===== src/rtl/pipe_hazard_ctrl_if.sv =====
// pipe_hazard_ctrl_if: decode/writeback/redirect bundle between the pipeline and its hazard controller
//   decode  : dec_valid, dec_rs1/rs2/rd, dec_rs1en/rs2en/rden, dec_drain
//   wb      : wb_en, wb_rd
//   redirect: redirect_valid, redirect_pc
//   control : stall, issue, flush, fetch_redirect, fetch_pc, busy, ctrl_state
//   slave modport is the controller side, master is the pipeline side
interface pipe_hazard_ctrl_if;
    logic        dec_valid;
    logic [4:0]  dec_rs1;
    logic [4:0]  dec_rs2;
    logic [4:0]  dec_rd;
    logic        dec_rs1en;
    logic        dec_rs2en;
    logic        dec_rden;
    logic        dec_drain;
    logic        wb_en;
    logic [4:0]  wb_rd;
    logic        redirect_valid;
    logic [31:0] redirect_pc;
    logic        stall;
    logic        issue;
    logic        flush;
    logic        fetch_redirect;
    logic [31:0] fetch_pc;
    logic [31:0] busy;
    logic [1:0]  ctrl_state;

    modport slave (
        input  dec_valid, dec_rs1, dec_rs2, dec_rd, dec_rs1en, dec_rs2en, dec_rden, dec_drain,
        input  wb_en, wb_rd, redirect_valid, redirect_pc,
        output stall, issue, flush, fetch_redirect, fetch_pc, busy, ctrl_state
    );

    modport master (
        output dec_valid, dec_rs1, dec_rs2, dec_rd, dec_rs1en, dec_rs2en, dec_rden, dec_drain,
        output wb_en, wb_rd, redirect_valid, redirect_pc,
        input  stall, issue, flush, fetch_redirect, fetch_pc, busy, ctrl_state
    );
endinterface


===== src/rtl/pipe_hazard_ctrl.sv =====
// pipe_hazard_ctrl: register scoreboard, RAW/WAW stall, drain-before-SYSTEM and multi-cycle redirect flush
//   clk   : rising-edge clock
//   reset : asynchronous active-low reset
//   bus   : pipe_hazard_ctrl_if.slave (decode, writeback and redirect in; stall/issue/flush/fetch/scoreboard out)
module pipe_hazard_ctrl #(
    parameter int FLUSH_CYCLES = 2
) (
    input logic             clk,
    input logic             reset,
    pipe_hazard_ctrl_if.slave bus
);
    typedef enum logic [1:0] {RUN = 2'd0, DRAIN = 2'd1, FLUSH = 2'd2} state_t;

    state_t      state;
    logic [3:0]  cnt;
    logic [31:0] busy_q;
    logic        flush_q;
    logic        fetch_redirect_q;
    logic [31:0] fetch_pc_q;
    logic        haz;
    logic        any_busy;
    logic        issue;
    logic [31:0] set_mask;
    logic [31:0] clr_mask;
    logic [31:0] busy_nxt;

    always_comb begin
        haz      = (bus.dec_rs1en & busy_q[bus.dec_rs1]) |
                   (bus.dec_rs2en & busy_q[bus.dec_rs2]) |
                   (bus.dec_rden  & busy_q[bus.dec_rd]);
        any_busy = |busy_q;
        issue    = bus.dec_valid & (state == RUN) & !haz & !bus.redirect_valid & !(bus.dec_drain & any_busy);
        set_mask = (issue & bus.dec_rden & (bus.dec_rd != 5'd0)) ? (32'd1 << bus.dec_rd) : 32'd0;
        clr_mask = bus.wb_en ? (32'd1 << bus.wb_rd) : 32'd0;
        // set is applied after clear so a same-bit collision leaves the bit set; x0 never tracks
        busy_nxt = ((busy_q & ~clr_mask) | set_mask) & ~32'd1;
    end

    always_ff @(posedge clk or negedge reset) begin
        if (!reset) begin
            busy_q <= 32'd0;
        end else begin
            busy_q <= busy_nxt;
        end
    end

    always_ff @(posedge clk or negedge reset) begin
        if (!reset) begin
            state            <= RUN;
            cnt              <= 4'd0;
            flush_q          <= 1'b0;
            fetch_redirect_q <= 1'b0;
            fetch_pc_q       <= 32'd0;
        end else if (bus.redirect_valid) begin
            state            <= FLUSH;
            cnt              <= 4'(FLUSH_CYCLES - 1);
            flush_q          <= 1'b1;
            fetch_redirect_q <= 1'b1;
            fetch_pc_q       <= bus.redirect_pc;
        end else begin
            fetch_redirect_q <= 1'b0;
            case (state)
                RUN: begin
                    if (bus.dec_valid & bus.dec_drain & any_busy)
                        state <= DRAIN;
                end
                DRAIN: begin
                    // the drain instruction issues in the RUN cycle that follows
                    if (!any_busy)
                        state <= RUN;
                end
                FLUSH: begin
                    if (cnt == 4'd0) begin
                        state   <= RUN;
                        flush_q <= 1'b0;
                    end else begin
                        cnt <= cnt - 4'd1;
                    end
                end
                default: state <= RUN;
            endcase
        end
    end

    assign bus.issue          = issue;
    assign bus.stall          = bus.dec_valid & !issue & !bus.redirect_valid;
    assign bus.flush          = flush_q;
    assign bus.fetch_redirect = fetch_redirect_q;
    assign bus.fetch_pc       = fetch_pc_q;
    assign bus.busy           = busy_q;
    assign bus.ctrl_state     = state;
endmodule


===== src/flat_wrapper.sv =====
// flat-port wrapper written by rule: the top's interface ports become plain ports
module pipe_hazard_ctrl_flat 
#(
    parameter int FLUSH_CYCLES = 2
)
  (clk, reset, bus_dec_valid, bus_dec_rs1, bus_dec_rs2, bus_dec_rd, bus_dec_rs1en, bus_dec_rs2en, bus_dec_rden, bus_dec_drain, bus_wb_en, bus_wb_rd, bus_redirect_valid, bus_redirect_pc, bus_stall, bus_issue, bus_flush, bus_fetch_redirect, bus_fetch_pc, bus_busy, bus_ctrl_state);
  pipe_hazard_ctrl_if bus_i ();
  input logic clk;
  input logic reset;
  input wire logic [$bits(bus_i.dec_valid)-1:0] bus_dec_valid;
  input wire logic [$bits(bus_i.dec_rs1)-1:0] bus_dec_rs1;
  input wire logic [$bits(bus_i.dec_rs2)-1:0] bus_dec_rs2;
  input wire logic [$bits(bus_i.dec_rd)-1:0] bus_dec_rd;
  input wire logic [$bits(bus_i.dec_rs1en)-1:0] bus_dec_rs1en;
  input wire logic [$bits(bus_i.dec_rs2en)-1:0] bus_dec_rs2en;
  input wire logic [$bits(bus_i.dec_rden)-1:0] bus_dec_rden;
  input wire logic [$bits(bus_i.dec_drain)-1:0] bus_dec_drain;
  input wire logic [$bits(bus_i.wb_en)-1:0] bus_wb_en;
  input wire logic [$bits(bus_i.wb_rd)-1:0] bus_wb_rd;
  input wire logic [$bits(bus_i.redirect_valid)-1:0] bus_redirect_valid;
  input wire logic [$bits(bus_i.redirect_pc)-1:0] bus_redirect_pc;
  output wire logic [$bits(bus_i.stall)-1:0] bus_stall;
  output wire logic [$bits(bus_i.issue)-1:0] bus_issue;
  output wire logic [$bits(bus_i.flush)-1:0] bus_flush;
  output wire logic [$bits(bus_i.fetch_redirect)-1:0] bus_fetch_redirect;
  output wire logic [$bits(bus_i.fetch_pc)-1:0] bus_fetch_pc;
  output wire logic [$bits(bus_i.busy)-1:0] bus_busy;
  output wire logic [$bits(bus_i.ctrl_state)-1:0] bus_ctrl_state;
  assign bus_i.dec_valid = bus_dec_valid;
  assign bus_i.dec_rs1 = bus_dec_rs1;
  assign bus_i.dec_rs2 = bus_dec_rs2;
  assign bus_i.dec_rd = bus_dec_rd;
  assign bus_i.dec_rs1en = bus_dec_rs1en;
  assign bus_i.dec_rs2en = bus_dec_rs2en;
  assign bus_i.dec_rden = bus_dec_rden;
  assign bus_i.dec_drain = bus_dec_drain;
  assign bus_i.wb_en = bus_wb_en;
  assign bus_i.wb_rd = bus_wb_rd;
  assign bus_i.redirect_valid = bus_redirect_valid;
  assign bus_i.redirect_pc = bus_redirect_pc;
  assign bus_stall = bus_i.stall;
  assign bus_issue = bus_i.issue;
  assign bus_flush = bus_i.flush;
  assign bus_fetch_redirect = bus_i.fetch_redirect;
  assign bus_fetch_pc = bus_i.fetch_pc;
  assign bus_busy = bus_i.busy;
  assign bus_ctrl_state = bus_i.ctrl_state;
  pipe_hazard_ctrl #(.FLUSH_CYCLES(FLUSH_CYCLES)) u_core (.clk(clk), .reset(reset), .bus(bus_i));
endmodule

===== config.mk =====
export PLATFORM = sky130hd
export DESIGN_NAME = pipe_hazard_ctrl_flat
export DESIGN_NICKNAME = d
export VERILOG_FILES = /design/src/rtl/pipe_hazard_ctrl_if.sv /design/src/rtl/pipe_hazard_ctrl.sv /design/src/flat_wrapper.sv
export SDC_FILE = /design/constraint.sdc
export NUM_CORES = 1
export LEC_CHECK = 0
export CAP_MARGIN = 15
export CORE_MARGIN = 4
export CORE_UTILIZATION = 32
export DETAILED_ROUTE_END_ITERATION = 12
export PLACE_DENSITY = 0.65
export SLEW_MARGIN = 10
export SYNTH_ARGS = -nofsm -noshare
export SYNTH_HDL_FRONTEND = slang
export SYNTH_SLANG_ARGS = --single-unit

===== constraint.sdc =====
create_clock -name clk -period 2.4 [get_ports clk]
set_input_delay 0.48 -clock clk [delete_from_list [all_inputs] [get_ports clk]]
set_output_delay 0.48 -clock clk [all_outputs]
set_load 0.02 [all_outputs]

== Word level (Yosys, flattened, before mapping) ==
Index checks and enable logic that the tools add are counted.

* Register bits: 71
* Bits of input ports: 61

* Mux-type cells: 20
* Add/subtract/negate cells: 1
* Reduce and logical (&&, ||, !) cells: 13
* Bitwise operators: 19
* $lt $le $gt $ge: 3
* Shift operators: 2
* Eq/ne operators: 6

{| class="wikitable"
|+ Operator list
! operator !! number
|-
| 32-bit two-way mux || 2
|-
| 1-bit by 5-bit left shift with 32-bit output (first input constant) || 2
|-
| 32-bit AND || 1
|-
| 32-bit inverter || 1
|-
| 32-bit OR || 1
|-
| 31-bit OR reduction || 1
|-
| 5-bit by 6-bit < comparator with 1-bit output (second input constant) || 3
|-
| 1-bit binary-select mux with 5-bit select || 3
|-
| 1-bit AND || 14
|-
| 4-bit two-way mux || 3
|-
| 2-bit two-way mux || 4
|-
| 1-bit two-way mux || 7
|-
| 3-bit inequality test (second input constant) || 2
|-
| 2-bit case mux with 3 select lines || 1
|-
| 5-bit nonzero test || 1
|-
| 1-bit logical NOT || 4
|-
| 4-bit logical NOT || 1
|-
| 2-bit AND reduction || 2
|-
| 2-bit nonzero test || 2
|-
| 4-bit by 1-bit subtractor with 4-bit output (second input constant) || 1
|-
| 3-bit by 2-bit inequality test with 1-bit output (second input constant) || 1
|-
| 3-bit AND reduction || 1
|-
| 2-bit by 1-bit == test with 1-bit output (second input constant) || 1
|-
| 2-bit == test (second input constant) || 1
|-
| 3 further kinds || 4
|}

== Longest topological paths before layout ==
* Depth after elaboration: 13
* Gate-level depth with buffers: 9
* Gate-level depth less buffers: 7

== Least setup slack after synthesis ==
No wires, ideal clock.

* Path type: input to output
* Start: in bus_dec_rd[0]
* End: out bus_issue
* Slack: -0.400 ns
* Path buffers: 2
* Cell stages on the path: 6
* Arrival: 2.320 ns
* Cell sequence: buf_6 -> mux4_1 -> mux4_2 -> o22ai_4 -> buf_6 -> nor2b_1

* Longest elaborated chain between the ends: 8

{| class="wikitable"
|+ RTL lines
! what !! RTL line !! RTL
|-
| start, declared || flat_wrapper.sv:13 || <nowiki>input wire logic [$bits(bus_i.dec_rd)-1:0] bus_dec_rd;</nowiki>
|-
| 1-bit binary-select mux with 5-bit select || pipe_hazard_ctrl.sv:30 || <nowiki>(bus.dec_rden & busy_q[bus.dec_rd]);</nowiki>
|-
| 1-bit two-way mux (not written as such) || pipe_hazard_ctrl.sv:30 ||
|-
| 1-bit AND || pipe_hazard_ctrl.sv:30 ||
|-
| 1-bit OR || pipe_hazard_ctrl.sv:29 || <nowiki>(bus.dec_rs2en & busy_q[bus.dec_rs2]) |</nowiki>
|-
| 1-bit logical NOT || pipe_hazard_ctrl.sv:32 || <nowiki>issue = bus.dec_valid & (state == RUN) & !haz & !bus.redirect_valid & !(bus.dec_drain & any_busy);</nowiki>
|-
| 1-bit AND (3 in a row) || pipe_hazard_ctrl.sv:32 ||
|-
| end, declared || flat_wrapper.sv:23 || <nowiki>output wire logic [$bits(bus_i.issue)-1:0] bus_issue;</nowiki>
|}

No other way between the ends. The select of a mux whose other input is x is not followed.

== Worst setup path after layout ==
* Start: reg u_core.busy_q[30] (netlist: u_core.bus.busy[30])
* End: out bus_stall

* Longest elaborated chain between the ends: 12
* Elaborated cells on any way between the ends: 21

{| class="wikitable"
|+ RTL lines
! what !! RTL line !! RTL
|-
| start, declared || pipe_hazard_ctrl.sv:16 || <nowiki>logic [31:0] busy_q;</nowiki>
|-
| start signal, assigned || pipe_hazard_ctrl.sv:43 || <nowiki>busy_q <= busy_nxt;</nowiki>
|-
| 1-bit binary-select mux with 5-bit select, on equally long branches || pipe_hazard_ctrl.sv:28, pipe_hazard_ctrl.sv:29 ||
|-
| 1-bit two-way mux, on equally long branches || pipe_hazard_ctrl.sv:28, pipe_hazard_ctrl.sv:29 ||
|-
| 1-bit AND, on equally long branches || pipe_hazard_ctrl.sv:28, pipe_hazard_ctrl.sv:29 ||
|-
| 1-bit OR || pipe_hazard_ctrl.sv:28 || <nowiki>haz = (bus.dec_rs1en & busy_q[bus.dec_rs1]) |</nowiki>
|-
| 1-bit OR || pipe_hazard_ctrl.sv:29 ||
|-
| 1-bit logical NOT || pipe_hazard_ctrl.sv:32 ||
|-
| 1-bit AND (2 in a row) || pipe_hazard_ctrl.sv:32 ||
|-
| 1-bit AND (*) || pipe_hazard_ctrl.sv:32 ||
|-
| 1-bit logical NOT (*) || pipe_hazard_ctrl.sv:86 || <nowiki>assign bus.stall = bus.dec_valid & !issue & !bus.redirect_valid;</nowiki>
|-
| 1-bit AND (*) (2 in a row) || pipe_hazard_ctrl.sv:86 ||
|-
| end, declared || flat_wrapper.sv:22 || <nowiki>output wire logic [$bits(bus_i.stall)-1:0] bus_stall;</nowiki>
|}

Mark *: on every way between the ends. The rest lies on a longest branch, timed or not. The select of a mux whose other input is x is not followed.

==> results.json <==
{
  "power_leakage_uw": 0.002854,
  "htreeDepth": 3,
  "synth_nets": 449,
  "ant_nets": 0,
  "drive_above_1_share": 0.3478,
  "die_x_um": 122.5,
  "status": "finished, violations left",
  "wl_per_cell_um": 18.93,
  "synthFlopType": "dfrtp_1",
  "ys_async_sr_fraction": 1.000,
  "grt_pass1_vias": 4564,
  "r2r_start": "u_core.bus.busy[30]",
  "yosys.area_share.simple": 0.1716,
  "place.gp.congestion": 0.8894,
  "num_antenna_cells": 0,
  "drt_iter0_markers": 295,
  "crit_chain": "buf_4 > mux4_2 > mux2i_1 > a21oi_2 > o211ai_2 > buf_6 > buf_4 > a41oi_2 > buf_6",
  "pin_count": 131,
  "syn_inst": 386,
  "synth_area_leaders": "dfrtp_1 42%, mux2_2 9.1%, mux4_2 5.4%, mux2i_1 4.1%, o21ai_0 3.8%",
  "drv_slew": 0,
  "antenna_found_initial": 0,
  "layout_setup_ws_ps": -407.7,
  "final_cells": 793,
  "path_max_fanout": 4,
  "synth_compound_area_frac": 0.1438,
  "yosysTopAreaCell": "dfrtp_1",
  "start_kind": "flip-flop",
  "core_area_um2": 12720,
  "cts_made_buffers": 9,
  "synthAdderAreaFrac": 0.005968,
  "routed_wl_um": 15010,
  "r2r_cells": 10,
  "cpMaxStageDelayCell": "dfrtp_2",
  "grt_pass1_wl_um": 23650,
  "violations": "setup timing",
  "dp_cells": 770,
  "powerDensity_nw_per_um2": 586.6,
  "ir_worst_vdd_uv": 511.4,
  "initial_utilization": 0.3296,
  "worst-setup-path-type": "flip-flop to output pin",
  "dp_hpwl_um": 11740,
  "netlist-cell-type-count": 57,
  "min_period_ps": 2808,
  "cp.required_ps": 1920,
  "synth_top_family_by_area": "multiplexers",
  "skew_ps": 6.156,
  "cts_sinks": 71,
  "syn_avg_cell_area_um2": 10.86,
  "endpoint_kind": "output pin",
  "grt_setup_unrepaired": "true",
  "fill_cells": 1164,
  "finalHoldViolations": 0,
  "startpoint": "u_core.bus.busy[30]",
  "critPathMaxStageDelay_ps": 450,
  "synth_edf_count": 0,
  "drtPass1Iterations": 4,
  "path_depth": 9,
  "rows": 41,
  "syn_area_um2": 4193,
  "muxShareOfSynthArea": 0.2125,
  "drv_cap": 0,
  "die-area_um2": 15000,
  "ctsRootBufferMaster": "clkbuf_16",
  "ys_seq_elements": 71,
  "grt_overflow": 0,
  "critPathBufInv": 4,
  "die_h_um": 122.5,
  "clockBufferDepth": 2,
  "synth_xor_area_frac": 0.006267,
  "fin_crit_sh": 1.170,
  "finalSetupViolCount": 2,
  "worst_pin_slew_ps": 520.0,
  "crit_arrival_ps": 2330,
  "grt.total_usage": 0.2047,
  "clock_latency_ps": 330,
  "cts_tree": "done",
  "viasPerCell": 5.262,
  "netlist.area_leader.share": 0.4238,
  "drcViolationCount": 0,
  "area_growth_pct": 63.35,
  "post-route-util": 0.5384,
  "num-nets-final": 679,
  "clk_pin_slew_ps": 60,
  "max_freq_mhz": 356.2,
  "yosysWarningCount": 0,
  "grt_max_degree": 72,
  "vias": 4173,
  "io_buffers": 129,
  "ys_seq_area_frac": 0.4238,
  "critPathTopFamily": "multiplexers",
  "min_path_type": "input pin to async pin",
  "holdBufCountCts": 0,
  "relSlewSlack": 0.6507
}
==> synthesized netlist by cell type (all sizes together), types with 2 or more instances <==
| library cell | count |
|---|---|
| nand3 | 21 |
| or2 | 6 |
| dfrtp | 71 |
| a211oi | 7 |
| buf | 14 |
| a22o | 3 |
| and2 | 2 |
| mux4 | 13 |
| mux2i | 17 |
| nor3b | 3 |
| and3 | 2 |
| o22ai | 2 |
| nor4 | 10 |
| nor2 | 15 |
| nand2 | 8 |
| inv | 6 |
| o21ai | 64 |
| xor2 | 2 |
| ha | 2 |
| clkbuf | 6 |
| mux2 | 37 |
| nand2b | 10 |
| nor2b | 9 |
| nor3 | 7 |
| nand3b | 7 |
| o211ai | 3 |
| nand4 | 17 |
| a21oi | 5 |
==> worst paths after layout <==
kind	end	slack [ps]
setup / recovery	bus_stall	-410
hold / removal	u_core.bus.fetch_pc[6]	160
min in group clk	u_core.bus.flush	490
hold reg to reg	u_core.bus.flush	490
max in group asynchronous	u_core.bus.busy[29]	1920
setup reg to reg	u_core.bus.busy[8]	90
==> area by class of cell <==
class                   instances  area (um^2)  share of cell area
multi-input cells             289         2333              0.3407
well taps                     172        215.2             0.03142
clock inverters                 4        53.80            0.007855
clock buffers                  12        256.5             0.03745
repair buffers                239         2187              0.3193
flip-flops and latches         71         1780              0.2600
inverters                       6        22.52            0.003288
==> layer usage <==
layer	GRT usage	vias to the layer above	share of wire
met2	0.3535	186	0.48
met3	0.07051	26	0.10
li1	-	1934	-
met5	0	-	0
met4	0.07138	0	0.023
met1	0.2361	2027	0.39
==> cell usage in the layout, fill, tap and decap left out, types with 3 or more instances in the layout <==
cell type / instances
or2_2: 6
nand4_1: 17
nor3_1: 7
buf_6: 5
dlygate4sd2_1: 4
nor3b_1: 3
nand2_1: 6
clkbuf_16: 9
nor4_1: 7
mux2i_1: 17
o21ai_0: 31
clkdlybuf4s15_2: 3
o21ai_1: 25
nand3b_1: 7
a211oi_2: 4
clkdlybuf4s50_1: 118
dfrtp_2: 3
nand2b_1: 9
nor2_1: 14
mux4_2: 13
a22o_1: 3
nor2b_1: 8
mux2_1: 3
dfrtp_1: 68
a211oi_1: 3
a21oi_1: 4
buf_4: 103
o21ai_2: 8
inv_1: 6
mux2_2: 34
nand3_1: 20
buf_12: 3
==> flip-flops by register name (all words and copies together), names as in the netlist <==
signal                     cells
u_core.cnt                     4
u_core.bus.fetch_pc           32
u_core.bus.ctrl_state          2
u_core.bus.busy               31
u_core.bus.fetch_redirect      1
u_core.bus.flush               1
==> power by group <==
part	internal, uW	switching, uW	total, uW
Combinational	638	591	1230
Sequential	1320	99.3	1420
Clock	863	503	1370
Total	2820	1190	4020
==> logic make-up (layout without fill, tap and decap cells) <==
| logic type | after synthesis | count (layout) |
|---|---|---|
| xor+xnor | 3 | 3 |
| compound gates | 94 | 94 |
| flops | 71 | 71 |
| mux | 67 | 67 |
| fa+ha+maj | 2 | 2 |
| simple gates | 122 | 122 |
| buf+inv | 26 | 261 |
| other cells | 1 | 1 |
==> timing repair <==
item | in CTS | in global routing
buffers inserted | 6 | 0
endpoints found under the hold margin | 0 | 0
gates cloned | 1 | 0
pin swaps | 6 | 4
resized for setup | 47 | 1
setup endpoints to repair | 33 | 6
==> through the flow <==
| step | hold slack, ps | total power [uW] | setup TNS, ps | instance area (um^2) | worst slack [ps] |
|---|---|---|---|---|---|
| after floorplan | 184.4 | 2002 | -350.4 | 4204 | -185.8 |
| after global placement | 463.7 | 2614 | -19430 | 6384 | -1305 |
| after detailed placement | 473.0 | 2643 | -20500 | 6384 | -1327 |
| after CTS | 185.8 | 4059 | -871.8 | 6849 | -450.1 |
| after global routing | 184.4 | 4218 | -955.4 | 6849 | -485.9 |
| final | 160.7 | 4018 | -802.5 | 6849 | -407.7 |
Power figures use the tool's default switching activity.
